**src/rtl/repl_pkg.sv**
```systemverilog
// repl_pkg: replacement policy selection type and LFSR constants
package repl_pkg;
    typedef enum logic [1:0] {REPL_RR, REPL_LFSR, REPL_PLRU} repl_mode_t;
    localparam logic [15:0] LFSR_SEED = 16'hACE1;
    localparam logic [15:0] LFSR_TAPS = 16'hB400;
    function automatic logic [15:0] lfsr_step(input logic [15:0] s);
        return {s[14:0], ^(s & LFSR_TAPS)};
    endfunction
endpackage

```
**src/rtl/repl_plru_tree.sv**
```systemverilog
// repl_plru_tree: tree-PLRU victim walk for a lookup set and path update for an accessed way
module repl_plru_tree #(
    parameter int SET_ASSOC = 4
) (
    input  logic [SET_ASSOC-2:0]         lookup_bits,
    output logic [$clog2(SET_ASSOC)-1:0] victim,
    input  logic [SET_ASSOC-2:0]         update_bits,
    input  logic [$clog2(SET_ASSOC)-1:0] way,
    output logic [SET_ASSOC-2:0]         next_bits
);
    localparam int W = $clog2(SET_ASSOC);
    logic [W-1:0] rn, wn;
    // Leaf 2n+1+b maps to way (2n+1+b)-(SET_ASSOC-1), i.e. 2n+2+b modulo SET_ASSOC
    always_comb begin
        rn = '0;
        for (int l = 0; l < W - 1; l++) rn = (rn << 1) + W'(1) + W'(lookup_bits[rn]);
        victim = (rn << 1) + W'(2) + W'(lookup_bits[rn]);
    end
    // Each node on the path points at the sibling subtree; left children are odd nodes
    always_comb begin
        next_bits = update_bits;
        wn = (way >> 1) + W'(SET_ASSOC / 2 - 1);
        next_bits[wn] = ~way[0];
        for (int l = 1; l < W; l++) begin
            next_bits[(wn - W'(1)) >> 1] = wn[0];
            wn = (wn - W'(1)) >> 1;
        end
    end
endmodule

```
**src/rtl/repl_policy.sv**
```systemverilog
// repl_policy: per-set cache victim selection by round-robin, shared LFSR or tree-PLRU
module repl_policy
    import repl_pkg::*;
#(
    parameter int         SET_ASSOC = 4,
    parameter int         SET_NUM   = 64,
    parameter repl_mode_t MODE      = REPL_PLRU
) (
    input  logic                         clk,
    input  logic                         rst,
    input  logic [$clog2(SET_NUM)-1:0]   access_set,
    input  logic [SET_ASSOC-1:0]         access,
    input  logic                         update,
    input  logic [$clog2(SET_NUM)-1:0]   repl_set,
    input  logic [SET_ASSOC-1:0]         valid,
    input  logic                         repl_commit,
    output logic [$clog2(SET_ASSOC)-1:0] repl_index
);
    localparam int W = $clog2(SET_ASSOC);
    logic [W-1:0] inv_way, acc_way, policy_way;
    logic         inv_hit, acc_hit, unused;
    always_comb begin
        inv_hit = 1'b0;
        inv_way = '0;
        acc_hit = 1'b0;
        acc_way = '0;
        for (int i = SET_ASSOC - 1; i >= 0; i--) begin
            if (!valid[i]) begin
                inv_hit = 1'b1;
                inv_way = W'(i);
            end
            if (access[i]) begin
                acc_hit = 1'b1;
                acc_way = W'(i);
            end
        end
    end
    assign repl_index = inv_hit ? inv_way : policy_way;
    // Not every mode consumes every strobe
    assign unused = ^{update, access_set, acc_hit, acc_way, repl_commit, repl_set};
    if (MODE == REPL_RR) begin : g_rr
        logic [W-1:0] ptr [SET_NUM];
        always_ff @(posedge clk or negedge rst) begin
            if (!rst) begin
                for (int i = 0; i < SET_NUM; i++) ptr[i] <= '0;
            end else if (repl_commit) begin
                ptr[repl_set] <= ptr[repl_set] + W'(1);
            end
        end
        assign policy_way = ptr[repl_set];
    end else if (MODE == REPL_LFSR) begin : g_lfsr
        logic [15:0] lfsr;
        always_ff @(posedge clk or negedge rst) begin
            if (!rst) lfsr <= LFSR_SEED;
            else lfsr <= lfsr_step(lfsr);
        end
        assign policy_way = lfsr[W-1:0];
    end else begin : g_plru
        logic [SET_ASSOC-2:0] tree [SET_NUM];
        logic [SET_ASSOC-2:0] tree_nxt;
        repl_plru_tree #(.SET_ASSOC(SET_ASSOC)) u_tree (
            .lookup_bits(tree[repl_set]),
            .victim     (policy_way),
            .update_bits(tree[access_set]),
            .way        (acc_way),
            .next_bits  (tree_nxt)
        );
        always_ff @(posedge clk or negedge rst) begin
            if (!rst) begin
                for (int i = 0; i < SET_NUM; i++) tree[i] <= '0;
            end else if (update && acc_hit) begin
                tree[access_set] <= tree_nxt;
            end
        end
    end
endmodule

```
**config.mk**
```make
export PLATFORM = sky130hd
export DESIGN_NAME = repl_policy
export DESIGN_NICKNAME = d
export VERILOG_FILES = /design/src/rtl/repl_pkg.sv /design/src/rtl/repl_plru_tree.sv /design/src/rtl/repl_policy.sv
export SDC_FILE = /design/constraint.sdc
export NUM_CORES = 1
export LEC_CHECK = 0
export ABC_AREA = 1
export BUFFER_PORTS_ARGS = -buffer_cell sky130_fd_sc_hd__buf_4
export CORE_UTILIZATION = 55
export CTS_CLUSTER_SIZE = 24
export DETAILED_ROUTE_END_ITERATION = 6
export GPL_ROUTABILITY_DRIVEN = 1
export PLACE_DENSITY = 0.74
export SKIP_CTS_REPAIR_TIMING = 1
export SLEW_MARGIN = 10
export SYNTH_ARGS = -nofsm -noshare
export SYNTH_HDL_FRONTEND = slang
export SYNTH_SLANG_ARGS = --single-unit
```
**constraint.sdc**
```tcl
create_clock -name clk -period 2 [get_ports clk]
set_input_delay 0.4 -clock clk [delete_from_list [all_inputs] [get_ports clk]]
set_output_delay 0.4 -clock clk [all_outputs]
set_load 0.01 [all_outputs]
```
After elaboration in Yosys (flattened, before gate mapping). Index checks and enable logic that the tools add are counted.

Register bits after elaboration: 192. Bits of input ports: 24.

Multiplexer cells: 34. Reduce and logical (&&, ||, !) cells: 4. $lt $le $gt $ge: 8. Add/sub/neg operators: 5. Bitwise logic cells: 3.

Operators with widths (number): 192-bit bitwise mux (1); 3-bit binary-select mux with 6-bit select (2); 3-bit demux with 6-bit select (1); 2-bit two-way mux (9); 3-bit two-way mux (5); 7-bit greater-or-equal comparator, second input constant (2); 6-bit NOT with 7-bit output (2); 1-bit two-way mux (11); 7-bit by 1-bit < comparator with 1-bit output, second input constant (1); 3-bit bitwise mux (2); 2-bit by 3-bit < comparator with 1-bit output, second input constant (2); 1-bit logical AND (4); 1-bit by 3-bit < comparator with 1-bit output, second input constant (1); 1-bit by 1-bit adder with 2-bit output, first input constant (1); 1-bit by 1-bit adder with 2-bit output, second input constant (1); 2-bit by 1-bit adder with 2-bit output (1); 2-bit adder, second input constant (1); 1-bit binary-select mux with 2-bit select (1); 1-bit demux with 2-bit select (1); 2-bit by 1-bit greater-or-equal comparator with 1-bit output, second input constant (1); 2-bit by 1-bit subtractor with 2-bit output, second input constant (1); 1-bit demux with 1-bit select (1); 1-bit greater-or-equal comparator, second input constant (1); 1-bit NOT (1).

Logic depth before layout (Yosys ltp).
Depth after elaboration: 12. Mapped depth: 18.

Hierarchy. From an unflattened synthesis, not the netlist that was laid out.

Cell total of the unflattened synthesis: 1714. Area total of the unflattened synthesis: 11084.4 um2.

Modules (own cells, without submodules): repl_policy (sequential area each 4804.6 um2, area each 11034.3 um2, times used 1, cells an instance 1702); repl_plru_tree (sequential area each 0.0 um2, area each 50.0 um2, times used 1, cells an instance 12).

Worst setup path before layout. Ideal clock, no wire load.

Path kind: input to output. Start point: input repl_set[0]. End point: output repl_index[1]. Arrival: 1.776 ns. Data required time: 1.600 ns. Cell stages on the path: 13. Slack: -0.176 ns. Cells stage by stage: buf_2 > buf_2 > clkbuf_1 > nand2_1 > nand3_1 > nand3_1 > nand2_1 > nand2_1 > nand3_1 > nand2_1 > o21ai_0 > nor2_1 > nor2_1.

Longest elaborated chain between the ends: 9. Elaborated cells on any way between the ends: 10. Classes of those cells: 3 x add/sub; 6 x mux; 1 x bitwise.

RTL lines: start, declared (RTL line repl_policy.sv:14) `input logic [$clog2(SET_NUM)-1:0] repl_set,`; 6-bit NOT with 7-bit output (implied by the code) * (RTL line repl_policy.sv:62) `.lookup_bits(tree[repl_set]),`; 3-bit binary-select mux with 6-bit select * (RTL line repl_policy.sv:62); 3-bit two-way mux (implied by the code) * (2 in a row) (RTL line repl_policy.sv:62); 1-bit by 1-bit adder with 2-bit output (RTL line repl_plru_tree.sv:16) `for (int l = 0; l < W - 1; l++) rn = (rn << 1) + W'(1) + W'(lookup_bits[rn]);`; 1-bit binary-select mux with 2-bit select (RTL line repl_plru_tree.sv:17) `victim = (rn << 1) + W'(2) + W'(lookup_bits[rn]);`; 1-bit two-way mux (implied by the code) (RTL line repl_plru_tree.sv:17); 2-bit by 1-bit adder with 2-bit output * (RTL line repl_plru_tree.sv:17); 2-bit two-way mux * (RTL line repl_policy.sv:38) `assign repl_index = inv_hit ? inv_way : policy_way;`; end, declared (RTL line repl_policy.sv:17) `output logic [$clog2(SET_ASSOC)-1:0] repl_index`.

Every way passes the cells marked *; elsewhere a longest branch is shown, timed or not. The select of a mux whose other input is x is not followed.

Worst setup path after layout.
Start point: register g_plru.tree[26] in the netlist's numbering. End point: output repl_index[0].

Longest elaborated chain between the ends: 7.

RTL lines: start, declared (RTL line repl_policy.sv:59) `logic [SET_ASSOC-2:0] tree [SET_NUM];`; start signal, assigned by index (RTL line repl_policy.sv:72) `tree[access_set] <= tree_nxt;`; 3-bit binary-select mux with 6-bit select (RTL line repl_policy.sv:62); 3-bit two-way mux (implied by the code) (2 in a row) (RTL line repl_policy.sv:62); 1-bit binary-select mux with 2-bit select (RTL line repl_plru_tree.sv:17); 1-bit two-way mux (implied by the code) (RTL line repl_plru_tree.sv:17); 2-bit by 1-bit adder with 2-bit output (RTL line repl_plru_tree.sv:17); 2-bit two-way mux (RTL line repl_policy.sv:38).

No other way between the ends. The select of a mux whose other input is x is not followed.

==> results.sh <==
export IMPL_outcome="finished with violations"
export IMPL_violations="design-rule violations, negative setup slack"
export IMPL_wl_per_cell_um=18.73
export IMPL_grt_overflow=0
export IMPL_clk_pin_slew_ps=70
export IMPL_rsz0062_at_grt="yes"
export IMPL_worstPathBufferInverterCount=1
export IMPL_tightest_slew_ps=409.1
export IMPL_r2r_end="g_plru.tree[109]"
export IMPL_path_class="register to output pin"
export IMPL_nFillCells=1646
export IMPL_cts_buffers=17
export IMPL_ir_drop_mv=0.6007
export IMPL_finalPower_mw=10.43
export IMPL_critPathMaxStageDelay_ps=410
export IMPL_drcViolationCount=14
export IMPL_grt_usage_pct=36.48
export IMPL_max_cap_violations=0
export IMPL_drt_iter0_markers=1606
export IMPL_synth_cells=1700
export IMPL_clockBufferDepth=2
export IMPL_reg2reg_slack_ps=0
export IMPL_pwr_density_cell_nw_per_um2=762.2
export IMPL_synth_cell_types=21
export IMPL_period_share_pct=121.2
export IMPL_ios=26
export IMPL_hold_viol=0
export IMPL_rr_startpoint="g_plru.tree[151]"
export IMPL_dp_slack_ps=-432.4
export IMPL_cp_max_fo=3
export IMPL_cp_common_cell="nand2_1"
export IMPL_finalSetupTns_ps=-1195
export IMPL_worstSetupStartpoint="g_plru.tree[26]"
export IMPL_yosysSeqAreaShare_pct=43.07
export IMPL_design_die_area_um2=20850
export IMPL_ctsRootBufferMaster="clkbuf_16"
export IMPL_grt_max_degree=65
export IMPL_chipWidth_um=144.4
export IMPL_reg_largest_list="g_plru.tree: 192 flops"
export IMPL_diodes=0
export IMPL_largest_reg_flops=192
export IMPL_area_delta_synth_final_pct=22.74
export IMPL_post_route_util_pct=69.66
export IMPL_rows=51
export IMPL_place_port_buffers=24
export IMPL_required_ps=1600
export IMPL_clock_sinks=192
export IMPL_power_leakage_nw=6.985
export IMPL_antenna_left=0
export IMPL_clock_fmax_ghz=0.4126
export IMPL_clock_latency_ps=450
export IMPL_setup_viol_count_final=27
export IMPL_crit_path_start_kind="register"
export IMPL_wirelength_um=39280
export IMPL_slew_viol_final=0
export IMPL_start_util_pct=56.75
export IMPL_final_common_cell="nand2_1"
export IMPL_regMostFlops="g_plru.tree"
export IMPL_die_h_um=144.4
export IMPL_antenna_found_initial=0
export IMPL_max_slew_margin_rel_pct=72.48
export IMPL_place_gp_congestion=0.9414
export IMPL_num_vias=12150
export IMPL_ys_warn_count=0
export IMPL_worstRegToRegCells=12
export IMPL_worst_setup_path_end_kind="output pin"
export IMPL_holdWs_ps=433.6
export IMPL_fin_nets=1844
export IMPL_drive_gt1_share_pct=15.17
export IMPL_htree_levels=4
export IMPL_cts_tree="yes"
export IMPL_synth_area_um2=11150
export IMPL_grt_pass1_wl_um=57300
export IMPL_crit_chain="nand2_1 -> nand3_1 -> nand3_1 -> nand2_1 -> nand2_1 -> nand2_1 -> nand2_1 -> nand2_1 -> nand2_2 -> nand3_2 -> nand3_2 -> nand2_2 -> buf_6"
export IMPL_postLayoutSetupSlackWorst_ps=-423.4
export IMPL_viasPerCell=5.793
export IMPL_syn_nets=1724
export IMPL_hp_class="primary input to asynchronous set/reset pin"
export IMPL_synth_area_per_cell_um2=6.561
export IMPL_crit_arrival_ps=2020
export IMPL_final_cell_mix="nand2_1, dfrtp_1, nand3_1"
export IMPL_drt_pass1_iter_count=7
export IMPL_grt_pass1_vias=10880
export IMPL_dpl_hpwl_um=25050
export IMPL_slowest_stage="dfrtp_1"
export IMPL_ys_seq_elements=192
export IMPL_fp_coreArea_um2=19650
export IMPL_skew_ps=7.459
export IMPL_final_min_clock_period_ps=2423
export IMPL_cp_top_family="simple AND/OR/NAND/NOR gates"
==> final cells by class <==
type,count,area (um^2),area share [%]
well taps,265,331.6,2.422
multi-input cells,1325,5652,41.28
repair inverters,1,8.758,0.06397
flip-flops and latches,192,4805,35.09
clock inverters,10,125.1,0.9139
inverters,101,404.1,2.952
clock buffers,21,470.5,3.436
repair buffers,182,1894,13.84
==> cells by family after synthesis <==
| group | after synthesis | synth area share [%] |
|---|---|---|
| compound gates | 112 | 5.048 |
| buf+inv | 183 | 7.841 |
| flops | 192 | 43.07 |
| simple gates | 1213 | 44.04 |
==> routing by layer <==
metal / GRT usage (%) / up-vias / wire, um
li1: - / 5562 / -
met1: 49.98 / 5628 / 15410
met2: 55.44 / 779 / 17100
met3: 8.146 / 178 / 4786
met4: 15.51 / 0 / 1978
met5: 0 / - / 0
==> worst max path at each step <==
stage,endpoint,slack (ps),cells past startpoint
2_1_floorplan,repl_index[1],-7,14
3_3_place_gp,repl_index[0],-390,16
3_5_place_dp,repl_index[0],-430,16
4_1_cts,repl_index[0],-460,14
5_1_grt,repl_index[1],-510,13
6_report,repl_index[0],-420,13
==> Yosys cell counts <==
library cell	instances	area share (%)
a21oi_1	30	1.3
a22oi_1	1	0.067
buf_1	7	0.24
buf_2	15	0.67
buf_4	1	0.067
buf_6	22	2.2
clkbuf_1	37	1.2
clkinv_1	1	0.034
dfrtp_1	192	43
inv_1	93	3.1
inv_2	7	0.24
nand2_1	892	30
nand2_4	1	0.10
nand3_1	209	9.4
nand3_2	10	0.90
nand3b_1	2	0.13
nor2_1	87	2.9
nor3_1	8	0.36
nor4_1	4	0.22
o21ai_0	66	3.0
o21ai_1	15	0.67
==> report_power, final <==
group	internal, mW	total (mW)	switching (mW)
combinational	0.839	2.08	1.24
sequential	4.38	4.82	0.437
clock	1.96	3.54	1.58
==> metrics by stage <==
stage,area (um^2),std cells
6_report,13690,2097
5_1_grt,13690,2097
3_5_place_dp,12440,2034
4_1_cts,13030,2065
2_1_floorplan,11200,1700
3_3_place_gp,12440,2034
No activity file was read; power rests on OpenSTA's default activity.
